**config.mk**
```make
export PLATFORM = sky130hd
export DESIGN_NAME = hilo_muldiv_seq
export DESIGN_NICKNAME = d
export VERILOG_FILES = /design/src/rtl/hilo_muldiv_seq.sv
export SDC_FILE = /design/constraint.sdc
export NUM_CORES = 2
export LEC_CHECK = 0
export ABC_AREA = 1
export ABC_CLOCK_PERIOD_IN_PS = 22700
export BUFFER_PORTS_ARGS = -buffer_cell sky130_fd_sc_hd__buf_4
export CAP_MARGIN = 20
export CORE_UTILIZATION = 65
export CTS_CLUSTER_DIAMETER = 80
export DETAILED_ROUTE_END_ITERATION = 10
export PLACE_DENSITY = 0.93
export RECOVER_POWER = 100
export SLEW_MARGIN = 30
export SYNTH_ARGS = -nofsm -noshare
export SYNTH_HDL_FRONTEND = slang
export SYNTH_SLANG_ARGS = --single-unit
```
**constraint.sdc**
```tcl
create_clock -name clk -period 22.7 [get_ports clk]
set_clock_uncertainty 0.15 [all_clocks]
set_input_delay 1.135 -clock clk [delete_from_list [all_inputs] [get_ports clk]]
set_output_delay 1.135 -clock clk [all_outputs]
set_load 0.03 [all_outputs]
```
**src/rtl/hilo_muldiv_seq.sv**
```systemverilog
// HI/LO sequencer: iterative shift-add multiply (with accumulate) and restoring divide,
// plus single-cycle MTHI/MTLO, behind a start/busy/done handshake.
module hilo_muldiv_seq #(
   parameter int unsigned WIDTH = 32
) (
   input  logic             clk,
   input  logic             rst,
   input  logic             start,
   input  logic [2:0]       op,
   input  logic [WIDTH-1:0] a,
   input  logic [WIDTH-1:0] b,
   input  logic             rd_req,
   output logic             busy,
   output logic             done,
   output logic             div_zero,
   output logic             stall,
   output logic [WIDTH-1:0] hi,
   output logic [WIDTH-1:0] lo
);

   localparam int unsigned CW = $clog2(WIDTH);
   localparam int unsigned PW = 2 * WIDTH;
   localparam logic [CW-1:0] LAST = CW'(WIDTH - 1);

   typedef enum logic [1:0] {IDLE, MUL, DIV, FIX} state_t;

   state_t state, state_n;

   logic [WIDTH-1:0] hi_n, lo_n;
   logic             busy_n, done_n, dz_n;
   logic [2:0]       op_q, op_n;
   logic [CW-1:0]    cnt, cnt_n;
   logic [PW-1:0]    mcand, mcand_n, acc, acc_n, prod;
   logic [WIDTH-1:0] mplier, mplier_n, dvsr, dvsr_n, quo, quo_n, rem, rem_n;
   logic             neg_p, neg_p_n, neg_r, neg_r_n;
   logic [WIDTH:0]   shifted, diff;
   logic             sgn, is_mt;
   logic [WIDTH-1:0] a_abs, b_abs;

   // Signed ops work on magnitudes; the sign is restored in FIX.
   assign sgn   = ~op[0];
   assign is_mt = op[2] & op[1];
   assign a_abs = (sgn & a[WIDTH-1]) ? -a : a;
   assign b_abs = (sgn & b[WIDTH-1]) ? -b : b;

   assign stall = rd_req & (busy | (start & ~busy & ~is_mt));

   always_ff @(posedge clk or posedge rst) begin
      if (rst) state <= IDLE;
      else     state <= state_n;
   end

   always_comb begin
      state_n  = state;
      hi_n     = hi;
      lo_n     = lo;
      busy_n   = busy;
      done_n   = 1'b0;
      dz_n     = 1'b0;
      op_n     = op_q;
      cnt_n    = cnt;
      mcand_n  = mcand;
      mplier_n = mplier;
      acc_n    = acc;
      dvsr_n   = dvsr;
      quo_n    = quo;
      rem_n    = rem;
      neg_p_n  = neg_p;
      neg_r_n  = neg_r;
      shifted  = {rem, quo[WIDTH-1]};
      diff     = shifted - {1'b0, dvsr};
      prod     = neg_p ? -acc : acc;

      case (state)
         IDLE: begin
            if (start) begin
               op_n = op;
               if (is_mt) begin
                  if (op[0]) lo_n = a;
                  else       hi_n = a;
                  done_n = 1'b1;
               end else begin
                  mcand_n  = PW'(a_abs);
                  mplier_n = b_abs;
                  acc_n    = '0;
                  dvsr_n   = b_abs;
                  quo_n    = a_abs;
                  rem_n    = '0;
                  cnt_n    = '0;
                  neg_p_n  = sgn & (a[WIDTH-1] ^ b[WIDTH-1]);
                  neg_r_n  = sgn & a[WIDTH-1];
                  busy_n   = 1'b1;
                  state_n  = op[2] ? DIV : MUL;
               end
            end
         end
         MUL: begin
            if (mplier[0]) acc_n = acc + mcand;
            mcand_n  = mcand << 1;
            mplier_n = mplier >> 1;
            cnt_n    = cnt + CW'(1);
            if (cnt == LAST) state_n = FIX;
         end
         DIV: begin
            // Restoring step: keep the trial subtraction only if it did not borrow.
            rem_n = diff[WIDTH] ? shifted[WIDTH-1:0] : diff[WIDTH-1:0];
            quo_n = {quo[WIDTH-2:0], ~diff[WIDTH]};
            cnt_n = cnt + CW'(1);
            if (cnt == LAST) state_n = FIX;
         end
         FIX: begin
            state_n = IDLE;
            busy_n  = 1'b0;
            done_n  = 1'b1;
            if (op_q[2]) begin
               if (dvsr == '0) begin
                  dz_n = 1'b1;
               end else begin
                  lo_n = neg_p ? -quo : quo;
                  hi_n = neg_r ? -rem : rem;
               end
            end else if (op_q[1]) begin
               {hi_n, lo_n} = {hi, lo} + prod;
            end else begin
               {hi_n, lo_n} = prod;
            end
         end
         default: state_n = IDLE;
      endcase
   end

   // Datapath and registered outputs.
   always_ff @(posedge clk or posedge rst) begin
      if (rst) begin
         hi       <= '0;
         lo       <= '0;
         busy     <= 1'b0;
         done     <= 1'b0;
         div_zero <= 1'b0;
         op_q     <= '0;
         cnt      <= '0;
         mcand    <= '0;
         mplier   <= '0;
         acc      <= '0;
         dvsr     <= '0;
         quo      <= '0;
         rem      <= '0;
         neg_p    <= 1'b0;
         neg_r    <= 1'b0;
      end else begin
         hi       <= hi_n;
         lo       <= lo_n;
         busy     <= busy_n;
         done     <= done_n;
         div_zero <= dz_n;
         op_q     <= op_n;
         cnt      <= cnt_n;
         mcand    <= mcand_n;
         mplier   <= mplier_n;
         acc      <= acc_n;
         dvsr     <= dvsr_n;
         quo      <= quo_n;
         rem      <= rem_n;
         neg_p    <= neg_p_n;
         neg_r    <= neg_r_n;
      end
   end

endmodule

```
==> summary.txt <==
STA
  – Slew margin rel.: -2.52
  – Fin crit period: 11.24 ns
  – Setup TNS: 0 ns
  – RSZ-0062 raised after global routing: no
  – Worst slew pin tran: 5.28 ns
  – Maximum achievable frequency: between 80 and 90 MHz
  – Final number of max-transition violations: roughly 770
  – Setup WS post-layout: between 10 and 15 ns
  – Hold Fails Final Rpt: 0
  – Final period utilization: 0.495
  – Setup Viol. Count Final: 0

Routing
  – DR DRC count: 0
  – Pre-Repair DR Iteration Count: 10
  – Count of routing violations after the opening detailed-route iteration: about 6.6k
  – Via/cell ratio: approximately 6.4
  – Post-route antenna net violation count: 0
  – Routed length per placed instance: about 22 µm
  – Total number of vias: approximately 38k
  – Routed WL: between 100000 and 150000 µm

Placement
  – Global placer's final weighted congestion: roughly 1.1
  – Port Buffer Count: between 100 and 150
  – Detailed-placement wirelength estimate: 103000 µm
  – DP Worst Slack: about 18 ns

Worst setup path
  – Crit-path max cell delay: approximately 3.8 ns
  – Path depth of the worst reg2reg path: 11
  – Startpoint of the worst-slack reg-to-reg timing path: state[1]$_DFFE_PP0P_
  – Reg2reg setup slack: 14.49 ns
  – Required @ worst endpoint: 22.17 ns
  – Arrival @ worst endpoint: between 10 and 15 ns
  – Critical path endpoint category: async pin
  – Kind of launch point of the worst setup path: primary input
  – Category of the most critical setup path: primary input to async pin
  – Endpoint of the worst-slack reg-to-reg timing path: acc[0]$_DFFE_PP0P_
  – Library cell appearing most often on the critical path: clkbuf_1
  – CP max-delay cell: clkbuf_1
  – Cell-by-cell listing of the critical path: clkbuf_4 -> clkinvlp_2 -> clkbuf_1 -> clkbuf_1
  – Max FO, Critical Path: 99

Final layout
  – Layout fillers: 4180
  – Area growth syn-to-layout: 7.93%
  – Utilization after layout: 0.718
  – Ratio of cells with drive above 1 in the final layout: 0.0391
  – Final net count: around 5.5k
  – Area of the multi-input gates: 20500 µm²
  – Area used by sequential logic in the layout: between 8000 and 9000 µm²

Floorplanning
  – Height of the chip: around 220 µm
  – Ports: approximately 140
  – Site row count: 80
  – Die area: ~50000 µm²
  – Horizontal die dimension: approximately 220 µm
  – Core ar.: roughly 48000 µm²
  – Effective utilization at floorplan: 0.665

Yosys
  – Yosys top cell by area: dfrtp_1
  – Number of synthesized register bits: roughly 330
  – Post-synth design cell area: around 32000 µm²
  – Post-synth EDFFs: 0
  – Synthesis Warnings: 0
  – Mapped Nets: approximately 5.5k
  – Dominant register cell in the synthesized netlist: dfrtp_1
  – Share of synthesized registers carrying an async set or reset: 1.00
  – Gate count after technology mapping: about 5.2k
  – Top-area cell type share of the netlist area: 0.261
  – Most area-consuming cells after synthesis: dfrtp_1 (26%), nand2_1 (15%), nor2_1 (8.0%)
  – Average cell area after synthesis: 6.14 µm²
  – Number of different library cells in the post-synthesis netlist: 54
  – Post-synthesis sequential area ratio: 0.261

Global routing
  – Total global-route track usage: 0.519
  – Number of antenna violations at the first check in global routing: 4
  – Global-route wire length before repair: approximately 200000 µm
  – Largest net degree at the start of global routing: ~180
  – Residual overflow from global routing: 0
  – Number of global-route vias before repair: between 30k and 40k

Clock network
  – Clock buffers created by TritonCTS: 39
  – Buffers from clock root to sink, at most: 3
  – Number of setup buffers added after CTS: 0
  – Number of gates resized after cts: 0
  – Hold bufs inserted after CTS: 0
  – Level count of the clock H-tree: 2
  – Library cell used as clock root buffer: clkbuf_16
  – Latest clock arrival within the worst-skew pair: approximately 0.6 ns
  – Count of clock tree sinks: around 330
  – Clk slew on worst S/H paths: approximately 0.060 ns
  – TritonCTS clock tree: done

Min path
  – Hold wc startpoint: mplier[29]$_DFFE_PP0P_
  – Classification of the worst-slack hold path: flip-flop to flip-flop
  – Number of instances on the worst hold path: 2
  – Hold endpoint: mplier[29]$_DFFE_PP0P_

Run status
  – Failing checks: capacitance limit, slew limit
  – Result of the run: finished with violations

Flow run
  – Max-Cap Viols: 12
per-stage QoR:
step	area, µm²	hold slack (ns)	cells
2_1_floorplan	32000	0.294	5213
3_3_place_gp	33500	0.310	5875
3_5_place_dp	33500	0.315	5876
4_1_cts	34900	0.332	5947
5_1_grt	34600	0.369	5950
6_report	34600	0.337	5953
area by class of cell:
class,count,share of cell area
Antenna cell,3,0.000217
Clock buffer,55,0.0323
Clock inverter,16,0.00681
Inverter,690,0.0750
Multi-Input combinational cell,4034,0.592
Sequential cell,334,0.242
Tap cell,656,0.0237
Timing Repair Buffer,165,0.0282
state kept, by name, indices dropped and copies added (netlist names):
register and count:
quo 32, state 2, dvsr 32, done 1, op_q 2, rem 32
neg_p 1, busy 1, mcand 64, neg_r 1, cnt 5, div_zero 1
lo 32, acc 64, mplier 32, hi 32
worst max-delay path, delay by kind of cell:
kind     cells  cell delay (ns)
buf+inv      4             9.32
routing by layer:
layer | track usage | vias up | part of all wire
met5 | 0 | - | 0.000098
met3 | 0.153 | 658 | 0.15
li1 | - | 17200 | -
met1 | 0.663 | 17000 | 0.36
met2 | 0.739 | 3024 | 0.40
met4 | 0.392 | 2 | 0.093
worst max-delay path by stage:
stage	from	to	slack, ns
floorplan	rst	acc[0]$_DFFE_PP0P_	12.16
global placement	acc[1]$_DFFE_PP0P_	hi[25]$_DFFE_PP0P_	18.32
detailed placement	acc[0]$_DFFE_PP0P_	hi[27]$_DFFE_PP0P_	18.29
CTS	acc[0]$_DFFE_PP0P_	hi[10]$_DFFE_PP0P_	18.26
global route	rst	acc[44]$_DFFE_PP0P_	9.57
finish	rst	acc[61]$_DFFE_PP0P_	11.46
Yosys cell counts (all sizes together), types with 34 or more instances:
master / instances
dfrtp: 334
nand2: 1295
clkbuf: 116
buf: 39
o211ai: 34
nor3: 70
nor2: 692
xor2: 120
ha: 181
nand3: 369
nand4: 65
o21ai: 480
a21oi: 487
xnor2: 36
inv: 689
cell usage in the layout, fill, tap and decap left out, types with 5 or more instances in the layout:
master     count
buf_4         81
o22ai_1       28
nor2_2        11
ha_1         180
clkbuf_1      88
o21a_1         8
inv_1        678
a211oi_1       5
nand2_2        7
o211ai_1      34
clkbuf_8       8
nor4_1        23
a31oi_1       31
o21ai_1       31
and2_1         5
or2_1          5
a21oi_1      484
nand2_1     1288
inv_2          9
nand4_1       65
o21bai_1      27
a21boi_0       8
dfrtp_1      332
xor2_1       120
nor3_1        59
nand3_1      366
clkinv_2       5
o21ai_0      449
nor3_2         9
a21o_1        24
nand3b_1       6
clkbuf_16     39
xnor2_1       36
o31ai_1        9
nor2_1       678
cell families (layout without fill, tap and decap cells):
logic type / after synthesis / after routing / synth area share
compound gates: 1152 / 1152 / 0.193
xor+xnor: 156 / 156 / 0.0427
fa+ha+maj: 184 / 184 / 0.0726
buf+inv: 845 / 926 / 0.101
flops: 334 / 334 / 0.261
mux: 1 / 1 / 0.000313
other cells: 0 / 3 / 0
simple gates: 2541 / 2541 / 0.329
Power is left out: the tool's default activity adds up to more than one toggle a clock period on the data nets, which glitch-free logic cannot reach.
